**src/rtl/pipelined_barrel_shifter.sv**
```systemverilog
// Pipelined log2 barrel shifter: SLL/SRL/SRA plus RV64 word-mode variants,
// with valid/ready handshakes on both sides and LVL_PER_STG mux levels per stage.
module pipelined_barrel_shifter #(
    parameter int unsigned XLEN        = 64,
    parameter int unsigned SHAMT_W     = 6,
    parameter int unsigned LVL_PER_STG = 2,
    parameter bit          HAS_WORD    = 1'b1
) (
    input  logic               clk,
    input  logic               rst,
    input  logic               in_valid,
    output logic               in_ready,
    input  logic [XLEN-1:0]    in_data,
    input  logic [SHAMT_W-1:0] in_shamt,
    input  logic [1:0]         in_op,
    input  logic               word_mode,
    output logic               out_valid,
    input  logic               out_ready,
    output logic [XLEN-1:0]    out_data
);

    localparam int unsigned NSTG    = (SHAMT_W + LVL_PER_STG - 1) / LVL_PER_STG;
    localparam bit          WORD_EN = HAS_WORD && (XLEN == 64);

    localparam logic [1:0] OP_SRL = 2'b01;
    localparam logic [1:0] OP_SRA = 2'b11;

    typedef struct packed {
        logic [XLEN-1:0]    data;
        logic [SHAMT_W-1:0] shamt;
        logic [1:0]         op;
        logic               wm;
    } stg_t;

    logic [NSTG-1:0] vld_q;
    logic [NSTG-1:0] vld_d;
    logic [NSTG-1:0] adv;
    stg_t            stg_q [NSTG];
    stg_t            stg_d [NSTG];
    stg_t            pre;

    // One barrel level: shift by 2^k in the direction/fill selected by op.
    function automatic logic [XLEN-1:0] shift_lvl(input logic [XLEN-1:0] d,
                                                  input logic [1:0]      op,
                                                  input int              k);
        case (op)
            OP_SRL:  return d >> (1 << k);
            OP_SRA:  return XLEN'($signed(d) >>> (1 << k));
            default: return d << (1 << k);
        endcase
    endfunction

    // Walk back from the output: a stage advances when everything downstream can move.
    always_comb begin
        logic free;
        adv  = '0;
        free = out_ready;
        for (int i = int'(NSTG) - 1; i >= 0; i--) begin
            adv[i] = vld_q[i] & free;
            free   = ~vld_q[i] | adv[i];
        end
        in_ready = free;
    end

    // Word mode pre-extends the low word so full-width right shifts fill correctly.
    always_comb begin
        pre       = '0;
        pre.op    = in_op;
        pre.wm    = WORD_EN && word_mode;
        pre.shamt = in_shamt;
        pre.data  = in_data;
        if (pre.wm) begin
            pre.shamt = in_shamt & SHAMT_W'(31);
            pre.data  = (in_op == OP_SRA) ? XLEN'($signed(in_data[31:0]))
                                          : XLEN'(in_data[31:0]);
        end
    end

    // Per-stage mux levels, load/hold of stage payloads and valid tracking.
    always_comb begin
        stg_t cur;
        logic take;
        stg_d = stg_q;
        vld_d = vld_q;
        take  = in_valid & in_ready;
        cur   = pre;
        for (int s = 0; s < int'(NSTG); s++) begin
            for (int k = 0; k < int'(SHAMT_W); k++) begin
                if ((k >= s * int'(LVL_PER_STG)) && (k < (s + 1) * int'(LVL_PER_STG))
                    && cur.shamt[k]) begin
                    cur.data = shift_lvl(cur.data, cur.op, k);
                end
            end
            if ((s == int'(NSTG) - 1) && cur.wm) begin
                cur.data = XLEN'($signed(cur.data[31:0]));
            end
            stg_d[s] = take ? cur : stg_q[s];
            vld_d[s] = take | (vld_q[s] & ~adv[s]);
            take     = adv[s];
            cur      = stg_q[s];
        end
    end

    always_ff @(posedge clk or posedge rst) begin
        if (rst) begin
            vld_q <= '0;
            for (int s = 0; s < int'(NSTG); s++) begin
                stg_q[s] <= '0;
            end
        end else begin
            vld_q <= vld_d;
            for (int s = 0; s < int'(NSTG); s++) begin
                stg_q[s] <= stg_d[s];
            end
        end
    end

    assign out_valid = vld_q[NSTG-1];
    assign out_data  = stg_q[NSTG-1].data;

endmodule
```
**config.mk**
```make
export PLATFORM = sky130hd
export DESIGN_NAME = pipelined_barrel_shifter
export DESIGN_NICKNAME = d
export VERILOG_FILES = /design/src/rtl/pipelined_barrel_shifter.sv
export SDC_FILE = /design/constraint.sdc
export NUM_CORES = 1
export LEC_CHECK = 0
export BUFFER_PORTS_ARGS = -buffer_cell sky130_fd_sc_hd__buf_2
export CORE_ASPECT_RATIO = 1.2
export CORE_MARGIN = 2
export CORE_UTILIZATION = 35
export CTS_CLUSTER_DIAMETER = 30
export CTS_CLUSTER_SIZE = 14
export DETAILED_ROUTE_END_ITERATION = 8
export GPL_TIMING_DRIVEN = 0
export SLEW_MARGIN = 20
export SYNTH_ARGS = -nofsm -noshare
export SYNTH_HDL_FRONTEND = slang
export SYNTH_SLANG_ARGS = --single-unit
```
**constraint.sdc**
```tcl
create_clock -name clk -period 6.4 [get_ports clk]
set_input_delay 1.28 -clock clk [delete_from_list [all_inputs] [get_ports clk]]
set_output_delay 1.28 -clock clk [all_outputs]
set_load 0.01 [all_outputs]
```
==> reports/metrics.cfg <==
[placed_design]
portBuffers = 142
hpwl_mm = 56.1
place_inst = 2596
placed_cell_area_um2 = 17100
routabilityCongestion = 1.01

[cells_and_area]
nNetsFinal = 2154
drive_above_1_share = 0.196
syn2layout_area_growth_pct = 18.3
final_cells = 2665
final_cell_area_um2 = 18400
diodes = 0
final_util = 0.420

[power_and_ir_drop]
power.switching_mw = 2.88
clkPwrFrac = 0.291
p_seq_frac = 0.319
vdd_drop_max_uv = 194
swShare = 0.409
p_leak_nw = 7.93
combPwrFrac = 0.390
power-per-cell-area_nw_per_um2 = 382
p_int_mw = 4.17

[yosys]
syn_nets = 1966
yosys-top-cells-count = 294 x nor2_1, 220 x a21oi_1, 207 x dfrtp_1
avgSynthCellArea_um2 = 8.26
synth_top_area_frac = 0.332
seq_area_frac_synth = 0.332
ys_async_sr_fraction = 1.00
syn_inst = 1889
synth_warnings = 0
ys_ff_latch = 207
synth_edf_count = 0
synthTopCellsByArea = dfrtp_1 33%, mux2i_1 11%, nor2_1 7.1%
synth.distinct_cells = 68
ys.flop_type = dfrtp_1
synth_area_leader_cell = dfrtp_1
synth.most_common_cell = nor2_1
synth.cell_area_um2 = 15600

[clock_tree]
h-tree-depth = 2
clock-sinks = 207
clock_latency_ps = 530
postCtsHoldBufs = 0
post_cts_buffers = 0
clockBufferDepth = 3
cts_resized = 0
path_clk_slew_ps = 50
cts-root-buf = clkbuf_16
cts_tree = done
numCtsBuffers = 38

[setup_path]
cp_cell_sequence = buf_2 > nand4b_1 > buf_2
reg2reg_slack_ps = 3940
crit_top_cell = buf_2
crit_path_end_kind = primary output
critical_path_class = in -> out
worstPathArrival_ps = 1830
max_stage_delay_ps = 250
slowest_stage = nand4b_1
crit_required_ps = 5120
crit_fanout = 4
crit_path_start_kind = input port
cp_num_buf_inv = 2
path_delay_family = buffers and inverters

[detailed_routing]
highest_layer = met4
drtIter0Drc = 1594
drc = 0
wl_per_cell_um = 26.3
wl_met2_mm = 33.9
via_per_inst = 6.10
detail-route-antenna-nets = 0
wirelength_mm = 70.2
wl_met1_mm = 26.0
via_count = 16246
wl_met3_mm = 4.13
first_pass_iters = 6

[timing]
fmaxAchievable_ghz = 0.321
rsz0062_at_grt = no
setup_viol = 0
fin_crit_ps = 3110
totalNegativeSetupSlack_ps = 0
worstMarginPinSlew_ps = 811
period_share = 0.486
final-hold-violation-count = 0
clock_skew_ps = 13.9
drv_slew = 0
max-slew-margin-rel = 0.460

[floorplan]
initial_core_util = 0.355
num_rows = 84
pin_count = 143
fp.coreArea_um2 = 43900
die-area_um2 = 46300
die_w_um = 197
die_h_um = 235

[global_route]
antenna_found_initial = 0
grt_max_degree = 36
grt-ovfl-total = 0
grt_pass1_vias = 16477
grt_usage = 0.300
grt_first_pass_wirelength_mm = 105

[outcome]
outcome = finished clean

[flow_run]
maxCapViolCount = 0

[worst_hold_path]
hp-class = reg -> reg

-- metal layers --
layer  vias to the layer above  track usage
met5                         -            0
met4                         0        0.227
met3                       273       0.0380
met2                       892        0.514
met1                      7767        0.341
li1                       7314            -
-- layout make-up --
type                            count  area [um^2]
Buffer                            244         1340
Clock buffer                       41          983
Clock inverter                     28          323
Fill cell                        4560        25500
Inverter                           28          109
Multi-Input combinational cell   1410         8960
Sequential cell                   207         5180
Tap cell                          559          699
Timing Repair Buffer              148          838
-- power groups by stage --
stage          clock network (mW)  logic (mW)  registers [mW]
6_report                     2.05        2.75            2.25
5_1_grt                      2.14        2.97            2.29
4_1_cts                      2.08        2.71            2.23
3_5_place_dp                    0        2.70            2.25
3_3_place_gp                    0        2.67            2.24
2_1_floorplan                   0        1.86            1.98
-- path summary, 6_finish.rpt --
path | startpoint | depth (start not counted) | to
worst min-delay path | out_data[16]$_DFFE_PP0P_ | 1 | out_data[16]$_DFFE_PP0P_
worst max-delay path | out_ready | 3 | in_ready
worst max register to register | stg_q[152]$_DFFE_PP0P_ | 5 | stg_q[140]$_DFFE_PP0P_
worst min register to register | out_data[16]$_DFFE_PP0P_ | 1 | out_data[16]$_DFFE_PP0P_
min in group asynchronous | rst | 2 | vld_q[2]$_DFF_PP0_
max in group asynchronous | rst | 4 | out_data[9]$_DFFE_PP0P_
-- cell usage in the layout (no fill, tap or decap), types with 9 or more instances in the layout --
master,Yosys,layout
a31oi_1,32,32
clkbuf_1,84,86
dfrtp_1,207,207
mux4_2,21,21
nor2_1,294,294
a21oi_1,220,220
o32a_1,10,10
o221ai_1,13,13
o22a_1,13,13
a221oi_1,24,24
clkbuf_16,0,39
o22ai_1,49,49
and2_1,11,11
buf_4,85,85
o32ai_1,11,11
a21o_1,31,31
nand2b_1,12,12
mux2_2,12,12
nor2b_1,9,9
a211oi_1,79,79
a22o_1,13,13
buf_2,63,205
mux2i_1,177,177
inv_1,21,20
nor3_1,22,22
o2111ai_1,16,16
o21a_1,9,9
nand2_1,112,112
o21ai_0,132,132
o211ai_1,13,13
-- sequential cells by signal, indices dropped and copies added, names as in the netlist --
| signal | count |
|---|---|
| vld_q | 3 |
| out_data | 64 |
| stg_q | 140 |
-- kinds of logic (layout without fill, tap and decap cells) --
group	after synthesis	after routing	synth area share
AOI/OAI and AO/OA	708	708	0.291
and+or+nand+nor	492	492	0.132
buffers and inverters	272	489	0.0929
muxes	210	210	0.153
DFF	207	207	0.332
-- stage by stage --
step	hold slack (ps)	setup slack, ps	power (mW)
4_1_cts	479	3290	7.03
3_5_place_dp	467	2950	4.95
6_report	475	3290	7.05
5_1_grt	494	3250	7.40
3_3_place_gp	461	1210	4.91
2_1_floorplan	439	2430	3.84
-- worst reg2reg max path, stage by stage, from the launching register on --
cell and delay, ps:
dfrtp_1 310, clkbuf_1 490, clkbuf_1 570, clkbuf_1 560, o22ai_1 200, o22a_1 210
(Power assumes the default switching activity.)
